**src/rtl/float_adder_rne_if.sv**
```systemverilog
// Handshake bundle for float_adder_rne.
//   in_valid/in_ready  : operand channel carrying a, b and sub
//   out_valid/out_ready: result channel carrying y and flags {invalid, overflow, underflow, zero}
// The master modport drives operands and consumes results; the slave modport is the adder.
interface float_adder_rne_if #(
  parameter int unsigned W = 16
) ();
  logic         in_valid;
  logic         in_ready;
  logic [W-1:0] a;
  logic [W-1:0] b;
  logic         sub;
  logic         out_valid;
  logic         out_ready;
  logic [W-1:0] y;
  logic [3:0]   flags;

  modport master (
    output in_valid, a, b, sub, out_ready,
    input  in_ready, out_valid, y, flags
  );

  modport slave (
    input  in_valid, a, b, sub, out_ready,
    output in_ready, out_valid, y, flags
  );
endinterface

```
**src/rtl/float_adder_rne.sv**
```systemverilog
// Iterative floating-point add/subtract with round-to-nearest-even.
// Format is {sign, EXP_W exponent, MAN_W stored mantissa}; subnormal inputs are flushed to zero.
// One operation is in flight at a time; normalisation shifts left one bit per cycle.
// Ports:
//   clock   : rising-edge clock
//   reset_n : asynchronous active-low reset
//   bus     : slave side of float_adder_rne_if (operand and result handshakes)
// flags = {invalid, overflow, underflow, zero}
module float_adder_rne #(
  parameter int unsigned EXP_W = 8,
  parameter int unsigned MAN_W = 7
) (
  input  logic                clock,
  input  logic                reset_n,
  float_adder_rne_if.slave    bus
);
  localparam int unsigned W  = 1 + EXP_W + MAN_W;
  localparam int unsigned VW = MAN_W + 4;  // hidden + mantissa + G/R/S
  localparam int unsigned SW = MAN_W + 5;  // carry + VW
  localparam int unsigned XW = EXP_W + 1;  // exponent with headroom for overflow detection

  localparam logic [W-1:0]  QNAN    = {1'b0, {EXP_W{1'b1}}, 1'b1, {(MAN_W-1){1'b0}}};
  localparam logic [XW-1:0] EXP_MAX = {1'b0, {EXP_W{1'b1}}};
  localparam logic [XW-1:0] EXP_ONE = XW'(1);

  typedef enum logic [2:0] {StIdle, StAlign, StAdd, StNorm, StRound, StDone} state_e;

  state_e         state_q;
  logic [W-1:0]   a_q, b_q;       // b_q already carries the effective (sub-adjusted) sign
  logic           sign_q;
  logic           eff_sub_q;
  logic [XW-1:0]  exp_q;
  logic [VW-1:0]  vl_q, vs_q;     // larger / aligned smaller significand
  logic [SW-1:0]  work_q;
  logic [W-1:0]   y_q;
  logic [3:0]     flags_q;
  logic           out_valid_q;

  // Operand decode
  logic               sa, sb;
  logic [EXP_W-1:0]   ea, eb;
  logic [MAN_W-1:0]   ma, mb;
  logic               a_zero, b_zero, a_inf, b_inf, a_nan, b_nan;

  assign sa = a_q[W-1];
  assign sb = b_q[W-1];
  assign ea = a_q[W-2:MAN_W];
  assign eb = b_q[W-2:MAN_W];
  assign ma = a_q[MAN_W-1:0];
  assign mb = b_q[MAN_W-1:0];

  assign a_zero = (ea == '0);
  assign b_zero = (eb == '0);
  assign a_inf  = (ea == '1) && (ma == '0);
  assign b_inf  = (eb == '1) && (mb == '0);
  assign a_nan  = (ea == '1) && (ma != '0);
  assign b_nan  = (eb == '1) && (mb != '0);

  // Special-case resolution
  logic           spec_hit;
  logic [W-1:0]   spec_y;
  logic [3:0]     spec_flags;

  always_comb begin
    spec_hit   = 1'b1;
    spec_y     = '0;
    spec_flags = 4'b0000;
    if (a_nan || b_nan) begin
      spec_y = QNAN;
    end else if (a_inf && b_inf) begin
      if (sa != sb) begin
        spec_y     = QNAN;
        spec_flags = 4'b1000;
      end else begin
        spec_y = a_q;
      end
    end else if (a_inf) begin
      spec_y = a_q;
    end else if (b_inf) begin
      spec_y = b_q;
    end else if (a_zero && b_zero) begin
      spec_y     = {sa & sb, {(W-1){1'b0}}};
      spec_flags = 4'b0001;
    end else if (a_zero) begin
      spec_y = b_q;
    end else if (b_zero) begin
      spec_y = a_q;
    end else begin
      spec_hit = 1'b0;
    end
  end

  // Alignment: larger-magnitude operand becomes A, smaller significand shifted with sticky
  logic               a_big;
  logic               s_big;
  logic [EXP_W-1:0]   e_big, e_small, exp_diff;
  logic [MAN_W-1:0]   m_big, m_small;
  logic [VW-1:0]      vec_small, vs_shift;
  logic               lost;
  int unsigned        shamt;

  assign a_big    = (ea > eb) || ((ea == eb) && (ma >= mb));
  assign s_big    = a_big ? sa : sb;
  assign e_big    = a_big ? ea : eb;
  assign e_small  = a_big ? eb : ea;
  assign m_big    = a_big ? ma : mb;
  assign m_small  = a_big ? mb : ma;
  assign exp_diff = e_big - e_small;

  always_comb begin
    shamt = 32'(exp_diff);
    if (shamt > MAN_W + 3) shamt = MAN_W + 3;
    vec_small = {1'b1, m_small, 3'b000};
    lost      = 1'b0;
    for (int unsigned i = 0; i < VW; i++) begin
      if (i < shamt) lost = lost | vec_small[i];
    end
    vs_shift    = vec_small >> shamt;
    vs_shift[0] = vs_shift[0] | lost;
  end

  // Add / subtract; vl_q >= vs_q, so the difference never borrows
  logic [SW-1:0] sum;
  assign sum = eff_sub_q ? ({1'b0, vl_q} - {1'b0, vs_q}) : ({1'b0, vl_q} + {1'b0, vs_q});

  // Round to nearest even on {hidden, mantissa}; a carry out of rounding bumps the exponent
  logic                inc;
  logic [MAN_W+1:0]    rounded;
  logic [XW-1:0]       exp_r;

  assign inc     = work_q[2] & (work_q[1] | work_q[0] | work_q[3]);
  assign rounded = {1'b0, work_q[SW-2:3]} + {{(MAN_W+1){1'b0}}, inc};
  assign exp_r   = exp_q + {{EXP_W{1'b0}}, rounded[MAN_W+1]};

  always_ff @(posedge clock or negedge reset_n) begin
    if (!reset_n) begin
      state_q     <= StIdle;
      a_q         <= '0;
      b_q         <= '0;
      sign_q      <= 1'b0;
      eff_sub_q   <= 1'b0;
      exp_q       <= '0;
      vl_q        <= '0;
      vs_q        <= '0;
      work_q      <= '0;
      y_q         <= '0;
      flags_q     <= 4'b0000;
      out_valid_q <= 1'b0;
    end else begin
      unique case (state_q)
        StIdle: begin
          if (bus.in_valid) begin
            a_q     <= bus.a;
            b_q     <= {bus.b[W-1] ^ bus.sub, bus.b[W-2:0]};
            flags_q <= 4'b0000;
            state_q <= StAlign;
          end
        end
        StAlign: begin
          if (spec_hit) begin
            y_q         <= spec_y;
            flags_q     <= spec_flags;
            out_valid_q <= 1'b1;
            state_q     <= StDone;
          end else begin
            sign_q    <= s_big;
            eff_sub_q <= sa ^ sb;
            exp_q     <= {1'b0, e_big};
            vl_q      <= {1'b1, m_big, 3'b000};
            vs_q      <= vs_shift;
            state_q   <= StAdd;
          end
        end
        StAdd: begin
          if (sum == '0) begin
            y_q         <= '0;
            flags_q     <= 4'b0001;
            out_valid_q <= 1'b1;
            state_q     <= StDone;
          end else begin
            work_q  <= sum;
            state_q <= StNorm;
          end
        end
        StNorm: begin
          if (work_q[SW-1]) begin
            work_q  <= {1'b0, work_q[SW-1:2], work_q[1] | work_q[0]};
            exp_q   <= exp_q + EXP_ONE;
            state_q <= StRound;
          end else if (!work_q[SW-2]) begin
            if (exp_q == EXP_ONE) begin
              // Result would be subnormal: flush to signed zero
              y_q         <= {sign_q, {(W-1){1'b0}}};
              flags_q     <= 4'b0011;
              out_valid_q <= 1'b1;
              state_q     <= StDone;
            end else begin
              work_q <= work_q << 1;
              exp_q  <= exp_q - EXP_ONE;
            end
          end else begin
            state_q <= StRound;
          end
        end
        StRound: begin
          if (exp_r >= EXP_MAX) begin
            y_q     <= {sign_q, {EXP_W{1'b1}}, {MAN_W{1'b0}}};
            flags_q <= 4'b0100;
          end else begin
            y_q <= {sign_q, exp_r[EXP_W-1:0], rounded[MAN_W-1:0]};
          end
          out_valid_q <= 1'b1;
          state_q     <= StDone;
        end
        StDone: begin
          if (bus.out_ready) begin
            out_valid_q <= 1'b0;
            state_q     <= StIdle;
          end
        end
        default: state_q <= StIdle;
      endcase
    end
  end

  assign bus.in_ready  = (state_q == StIdle);
  assign bus.out_valid = out_valid_q;
  assign bus.y         = y_q;
  assign bus.flags     = flags_q;

endmodule

```
**src/flat_wrapper.sv**
```systemverilog
// flat-port wrapper written by rule: the top's interface ports become plain ports
module float_adder_rne_flat 
#(
  parameter int unsigned EXP_W = 8,
  parameter int unsigned MAN_W = 7
)
  (clock, reset_n, bus_in_valid, bus_a, bus_b, bus_sub, bus_out_ready, bus_in_ready, bus_out_valid, bus_y, bus_flags);
  float_adder_rne_if #(.W(16)) bus_i ();
  input  logic clock;
  input  logic reset_n;
  input wire logic [$bits(bus_i.in_valid)-1:0] bus_in_valid;
  input wire logic [$bits(bus_i.a)-1:0] bus_a;
  input wire logic [$bits(bus_i.b)-1:0] bus_b;
  input wire logic [$bits(bus_i.sub)-1:0] bus_sub;
  input wire logic [$bits(bus_i.out_ready)-1:0] bus_out_ready;
  output wire logic [$bits(bus_i.in_ready)-1:0] bus_in_ready;
  output wire logic [$bits(bus_i.out_valid)-1:0] bus_out_valid;
  output wire logic [$bits(bus_i.y)-1:0] bus_y;
  output wire logic [$bits(bus_i.flags)-1:0] bus_flags;
  assign bus_i.in_valid = bus_in_valid;
  assign bus_i.a = bus_a;
  assign bus_i.b = bus_b;
  assign bus_i.sub = bus_sub;
  assign bus_i.out_ready = bus_out_ready;
  assign bus_in_ready = bus_i.in_ready;
  assign bus_out_valid = bus_i.out_valid;
  assign bus_y = bus_i.y;
  assign bus_flags = bus_i.flags;
  float_adder_rne #(.EXP_W(EXP_W), .MAN_W(MAN_W)) u_core (.clock(clock), .reset_n(reset_n), .bus(bus_i));
endmodule
```
**config.mk**
```make
export PLATFORM = sky130hd
export DESIGN_NAME = float_adder_rne_flat
export DESIGN_NICKNAME = d
export VERILOG_FILES = /design/src/rtl/float_adder_rne_if.sv /design/src/rtl/float_adder_rne.sv /design/src/flat_wrapper.sv
export SDC_FILE = /design/constraint.sdc
export NUM_CORES = 1
export LEC_CHECK = 0
export CORE_MARGIN = 1
export CORE_UTILIZATION = 45
export DETAILED_ROUTE_END_ITERATION = 6
export GPL_TIMING_DRIVEN = 0
export REMOVE_ABC_BUFFERS = 1
export SYNTH_ARGS = -nofsm -noshare
export SYNTH_HDL_FRONTEND = slang
export SYNTH_SLANG_ARGS = --single-unit
```
**constraint.sdc**
```tcl
create_clock -name clock -period 10.87 [get_ports clock]
set_clock_uncertainty 0.2 [all_clocks]
set_input_delay 2.174 -clock clock [delete_from_list [all_inputs] [get_ports clock]]
set_output_delay 2.174 -clock clock [all_outputs]
set_load 0.02 [all_outputs]
```
==> metrics.log, run 1 <==
INFO  metric period_needed = 6000 ps
INFO  metric hold_start = u_core.bus.out_valid
INFO  metric dominantRegCellSynth = sky130_fd_sc_hd__dfrtp_1
INFO  metric syn-instance-count = between 900 and 1000
INFO  metric critical_path.max_stage_delay = between 800 and 900 ps
INFO  metric report.final.slew_viol_count = 0
INFO  metric finalNetCount = between 1000 and 1500
INFO  metric cts_sinks = 98
INFO  metric synth.yosys.seq_area_share = 31.6%
INFO  metric crit_path_top_delay_cell = sky130_fd_sc_hd__o22ai_1
INFO  metric cts.root.buffer_cell = sky130_fd_sc_hd__clkbuf_16
INFO  metric fillerInstances = 1638
INFO  metric grt_overflow = 0
INFO  metric timing.max_cap.violations = 0
INFO  metric number_of_buffers_and_inverters_on_the_critical_path = 1
INFO  metric postLayoutCellArea = 8730 sq um
INFO  metric holdPathStages = 2
INFO  metric preCtsSetupSlack = about 5000 ps
INFO  metric worst_setup_path_end_kind = flop
INFO  metric grt_pass1_wl = approximately 35 mm
INFO  metric synth.avg_cell_area = 8.26 sq um
INFO  metric worst-endpoint-required = 10920 ps
INFO  metric r2r_slack = 4870 ps
INFO  metric setup_failing_eps_final = 0
INFO  metric die_area = between 15000 and 20000 sq um
INFO  metric timing.critical_path.arrival = 6050 ps
INFO  metric post_route_cells_drive_above_1_share = roughly 7.5%
INFO  metric cts-hold-fix-buffers = 0
INFO  metric worstSkewPairLatency = 370 ps
INFO  metric report.final.hold_viol_count = 0
INFO  metric clk_pin_slew_worst_paths = 80 ps
INFO  metric cts-htree-levels = 3
INFO  metric cts_setup_buffers = 0
INFO  metric synth_enable_flop_cells = 0
INFO  metric max_freq = 167 MHz
INFO  metric cts_inserted_buffers = 9
INFO  metric tns = 0 ps
INFO  metric dieWidth = approximately 130 microns
INFO  metric drcViolationCount = 0
INFO  metric crit_path_cell_chain = inv_1, ha_1, nand4_4, o31a_4, nor2_8, a22oi_1, ha_1, nand2_1, nand2_1, mux2i_1, o22ai_1, or2_4, o21ai_0, a221o_1
INFO  metric ioPinCount = 59
INFO  metric grt_max_degree = 51
INFO  metric yosys-top-cells-area = sky130_fd_sc_hd__dfrtp_1, sky130_fd_sc_hd__ha_1, sky130_fd_sc_hd__nor2_1
INFO  metric grt_use_total = 25.5%
INFO  metric async_reset_ff_share = 100%
INFO  metric total_iterations_of_the_first_detailed_routing_run = 5
INFO  metric whs_endpoint = u_core.bus.out_valid
INFO  metric sequential_cell_area = about 2500 sq um
INFO  metric footprint_of_the_multi_input_gates = about 4900 sq um
INFO  metric run_status = finished, final reports clean
INFO  metric globalplace.congestion = 0.874
INFO  metric crit-reg2reg-capture = u_core.vs_q[5]
INFO  metric synth.cells.most_frequent = sky130_fd_sc_hd__dfrtp_1, sky130_fd_sc_hd__nor2_1, sky130_fd_sc_hd__nand2_1, sky130_fd_sc_hd__o21ai_0, sky130_fd_sc_hd__a21oi_1
INFO  metric postPlaceCellArea = 8440 sq um
INFO  metric cts_tree = done
INFO  metric n_antenna_cell = 0
INFO  metric rr_worst_depth = 14
INFO  metric die_ht = 133 microns
INFO  metric vias = 7080
INFO  metric netlist_area = about 8000 sq um
INFO  metric worstSetupStartpointType = flop
INFO  metric finalWirelength = 21.8 mm
INFO  metric first_drt_iteration_drcs = 588
INFO  metric post_drt_wl_per_cell = 18.5 microns
INFO  metric place.port_buffers = 58
INFO  metric number_of_antenna_violations_at_the_first_check_in_global_routing = 0
INFO  metric tightest_slew = 1310 ps
INFO  metric grt_setup_unrepaired = false
INFO  metric layout_worst_path_cycle_share = 55.2%
INFO  metric core_area = roughly 17000 sq um
INFO  metric first_global_vias = 6412
INFO  metric routed_via_density = around 6.0
INFO  metric worstPathMaxFanout = 46
INFO  metric synth_top_cell_by_area = sky130_fd_sc_hd__dfrtp_1
INFO  metric worst-setup-path-type = flop to flop
INFO  metric timing.slew.headroom = 12.1%
INFO  metric placement_rows = 47
INFO  metric post-synth-top-area-fraction = 31.6%
INFO  metric fin_ws = slightly below 5000 ps
INFO  metric initial_core_util = around 47%
INFO  metric post_synthesis_cell_type_count = 81
INFO  metric areaGrowthSynthToFinish = 12.3%
INFO  metric post_cts_resized = 0
INFO  metric synthMostInstantiatedCell = sky130_fd_sc_hd__dfrtp_1
INFO  metric yosys_warnings = 0
INFO  metric drtAntennaViolNets = 0
INFO  metric number_of_register_bits_inferred_by_synthesis = 98
INFO  metric max-clock-path-buffers = 2
INFO  metric min-delay-path-class = flop to flop
INFO  metric critical_path.top_delay_family = compound AO/OA/AOI/OAI gates
INFO  metric crit-reg2reg-launch = u_core.b_q[12]
INFO  metric post-dp-hpwl = 16.3 mm
## layer usage
layer / up-vias / part of all wire [%] / GRT usage [%]
met4: 0 / 1.2 / 6.25
met1: 3401 / 49 / 37.9
met3: 20 / 4.0 / 2.97
met5: - / 0 / 0
met2: 182 / 45 / 39.2
li1: 3477 / - / -
## metrics by stage
step / hold WS (ps) / util (%) / instances
global route: 304 / 52.3 / 1182
global placement: 258 / 50.2 / 1163
floorplan: 244 / - / 885
CTS: 287 / 52.3 / 1182
detailed placement: 269 / 50.6 / 1166
finish: 282 / 52.3 / 1182
## state kept, by name, indices dropped and copies added, names as in the netlist
register and flops:
u_core.a_q 16, u_core.b_q 16, u_core.bus.y 16, u_core.work_q 12
u_core.vs_q 11, u_core.exp_q 9, u_core.vl_q 8, u_core.bus.flags 4
u_core.state_q 3, u_core.bus.out_valid 1, u_core.eff_sub_q 1, u_core.sign_q 1
## final cells by class
type / count / area share [%]
flip-flops and latches: 98 / 28.1
repair buffers: 61 / 7.30
clock inverters: 7 / 0.688
well taps: 220 / 3.15
multi-input cells: 732 / 55.8
clock buffers: 9 / 2.58
inverters: 55 / 2.37
## layout by cell type (no fill, tap or decap), drive strengths merged, types with 19 or more instances in the layout
master,count
clkdlybuf4s50,57
inv,56
nand2,96
ha,40
nand3,22
nor2,98
mux2,28
dfrtp,98
a221o,19
a21oi,66
nor3,27
xnor2,20
o21ai,68
## worst reg2reg max path: stages (launching register included)
cell	delay (ps)
sky130_fd_sc_hd__dfrtp_1	520
sky130_fd_sc_hd__inv_1	180
sky130_fd_sc_hd__ha_1	600
sky130_fd_sc_hd__nand4_4	160
sky130_fd_sc_hd__o31a_4	440
sky130_fd_sc_hd__nor2_8	590
sky130_fd_sc_hd__a22oi_1	170
sky130_fd_sc_hd__ha_1	750
sky130_fd_sc_hd__nand2_1	310
sky130_fd_sc_hd__nand2_1	140
sky130_fd_sc_hd__mux2i_1	80
sky130_fd_sc_hd__o22ai_1	880
sky130_fd_sc_hd__or2_4	370
sky130_fd_sc_hd__o21ai_0	150
sky130_fd_sc_hd__a221o_1	340
## worst max-delay path by stage
stage / start / end / slack, ps / cells after the start
2_1_floorplan: u_core.b_q[12] / u_core.vs_q[6] / 6030 / 17
3_3_place_gp: reset_n / u_core.b_q[12] / 3460 / 1
3_5_place_dp: u_core.b_q[12] / u_core.vs_q[5] / 5010 / 14
4_1_cts: u_core.b_q[12] / u_core.vs_q[5] / 4980 / 14
5_1_grt: u_core.b_q[12] / u_core.vs_q[3] / 4590 / 14
6_report: u_core.b_q[12] / u_core.vs_q[5] / 4870 / 14
## kinds of logic after synthesis
| logic type | Yosys count | synth area share, % |
|---|---|---|
| compound gates | 286 | 25.4 |
| simple gates | 332 | 21.0 |
| fa+ha+maj | 41 | 6.70 |
| buf+inv | 111 | 5.83 |
| mux | 45 | 6.30 |
| flops | 98 | 31.6 |
| xor+xnor | 28 | 3.16 |
Power of run 1 is left out: the tool's default activity adds up to more than one toggle a clock period on the data nets, which glitch-free logic cannot reach.
==> run 2: changes to the inputs <==
--- a/config.mk
+++ b/config.mk
@@ -9,6 +9,7 @@
 export CORE_UTILIZATION = 45
 export DETAILED_ROUTE_END_ITERATION = 6
 export GPL_TIMING_DRIVEN = 0
+export PLACE_DENSITY = 0.66
 export REMOVE_ABC_BUFFERS = 1
 export SYNTH_ARGS = -nofsm -noshare
 export SYNTH_HDL_FRONTEND = slang
==> constraint.sdc (replaced) <==
create_clock -name clock -period 5.4 [get_ports clock]
set_clock_uncertainty 0.2 [all_clocks]
set_input_delay 1.08 -clock clock [delete_from_list [all_inputs] [get_ports clock]]
set_output_delay 1.08 -clock clock [all_outputs]
set_load 0.02 [all_outputs]
==> metrics.log, run 2 (synthesized netlist as in run 1, its figures left out) <==
INFO  metric post_route_cells_drive_above_1_share = 8.10%
INFO  metric rr_worst_depth = 16
INFO  metric finalHoldWorstSlack = 289 ps
INFO  metric cts_tree = done
INFO  metric routed_via_density = 6.16
INFO  metric crit_path_cell_chain = inv_1, ha_2, nand2_1, nor2_1, o2111a_2, nor2_8, nor2_1, a22oi_1, ha_2, or4_1, o31ai_1, mux2i_1, o22ai_2, or2_4, o21ai_0, a221o_1
INFO  metric dieWidth = 133 microns
INFO  metric max-clock-path-buffers = 2
INFO  metric initial_core_util = 46.5%
INFO  metric commonest_cells_after_routing_fill_and_taps_aside = sky130_fd_sc_hd__dfrtp_1, sky130_fd_sc_hd__nor2_1, sky130_fd_sc_hd__nand2_1
INFO  metric worst_setup_path_end_kind = flop
INFO  metric max_freq = 196 MHz
INFO  metric areaGrowthSynthToFinish = 12.7%
INFO  metric critical_path.top_delay_family = compound AO/OA/AOI/OAI gates
INFO  metric cts_inserted_buffers = 9
INFO  metric ioPinCount = 59
INFO  metric post-place-cells = 1165
INFO  metric layout_worst_path_cycle_share = a little over nine tenths
INFO  metric first_drt_iteration_drcs = 630
INFO  metric timing.slew.headroom = 12.1%
INFO  metric cts-htree-levels = 3
INFO  metric run_status = finished, final reports clean
INFO  metric total_iterations_of_the_first_detailed_routing_run = 6
INFO  metric die_area = 17800 sq um
INFO  metric worst-endpoint-required = about 5500 ps
INFO  metric timing.max_cap.violations = 0
INFO  metric critical_path.max_stage_delay = 590 ps
INFO  metric cts.root.buffer_cell = sky130_fd_sc_hd__clkbuf_16
INFO  metric placement_rows = 47
INFO  metric crit-reg2reg-launch = u_core.b_q[12]
INFO  metric number_of_buffers_and_inverters_on_the_critical_path = 1
INFO  metric tightest_slew = about 1300 ps
INFO  metric whs_endpoint = u_core.bus.y[4]
INFO  metric finalNonFillerCells = between 1000 and 1500
INFO  metric crit-reg2reg-capture = u_core.vs_q[5]
INFO  metric grt_pass1_wl = 35.1 mm
INFO  metric final_common_cell = sky130_fd_sc_hd__dfrtp_1
INFO  metric first_global_vias = 6642
INFO  metric worstPathMaxFanout = 13
INFO  metric report.final.slew_viol_count = 0
INFO  metric hold_start = u_core.bus.y[4]
INFO  metric vias = around 7300
INFO  metric drcViolationCount = 0
INFO  metric post_drt_wl_per_cell = ~18 microns
INFO  metric finalWirelength = 21.6 mm
INFO  metric place.port_buffers = between 50 and 60
INFO  metric crit_path_top_delay_cell = sky130_fd_sc_hd__o22ai_2
INFO  metric globalplace.congestion = 0.903
INFO  metric clk_pin_slew_worst_paths = 70 ps
INFO  metric finalNetCount = 1036
INFO  metric report.final.hold_viol_count = 0
INFO  metric grt_max_degree = 68
INFO  metric setup_failing_eps_final = 0
INFO  metric worstSetupStartpointType = flop
INFO  metric post-dp-hpwl = around 16 mm
INFO  metric number_of_antenna_violations_at_the_first_check_in_global_routing = 0
INFO  metric core_area = about 17000 sq um
INFO  metric period_needed = between 5000 and 6000 ps
INFO  metric cts-hold-fix-buffers = 0
INFO  metric r2r_slack = about 300 ps
INFO  metric n_antenna_cell = 0
INFO  metric grt_overflow = 0
INFO  metric worst-setup-path-type = flop to flop
INFO  metric drtAntennaViolNets = 0
INFO  metric cts_sinks = around 100
INFO  metric timing.critical_path.arrival = around 5100 ps
INFO  metric min-delay-path-class = flop to flop
INFO  metric worstSkewPairLatency = about 370 ps
INFO  metric grt_setup_unrepaired = false
INFO  metric holdPathStages = 1
INFO  metric grt_use_total = between 20% and 30%
INFO  metric die_ht = 133 microns
INFO  metric cts_setup_buffers = 0
==> run 2: worst max-delay path by stage <==
stage | start | to | cells past startpoint
floorplan | u_core.b_q[12] | u_core.vs_q[6] | 17
global placement | reset_n | u_core.vl_q[10] | 1
detailed placement | u_core.b_q[12] | u_core.vs_q[3] | 14
CTS | u_core.b_q[12] | u_core.vs_q[5] | 14
global route | u_core.b_q[12] | u_core.vs_q[3] | 18
finish | u_core.b_q[12] | u_core.vs_q[5] | 16
==> run 2: stage by stage <==
stage	utilization, %	TNS (ps)	worst slack (ps)	cell area (sq um)
after floorplan	-	0	556	7520
after global placement	50.2	-84990	-844	8380
after detailed placement	50.4	-3130	-418	8420
after CTS	52.3	0	6.42	8740
after global routing	52.4	0	17.7	8760
final	52.4	0	306	8760
==> run 2: metal layers <==
metal,up-vias,track usage [%],wire [microns]
li1,3489,-,-
met3,25,2.13,1170
met5,-,0,0
met4,0,9.03,401
met2,294,38.0,9650
met1,3485,36.6,10300
==> run 2: what timing repair did <==
action                                 in CTS  in global routing
cloned                                      1                  1
gates resized for setup                     3                  3
pin swaps                                   1                  1
setup endpoints to repair                  11                 11
endpoints found under the hold margin       0                  0
==> run 2: area by class of cell <==
type | count | area (sq um)
fill | 1634 | 7940
clock buffer | 11 | 253
inverter | 55 | 206
timing repair buffer | 60 | 617
sequential | 98 | 2450
clock inverter | 5 | 37.5
tap | 220 | 275
multi-input combinational | 734 | 4920
Power of run 2 is left out for the same reason.
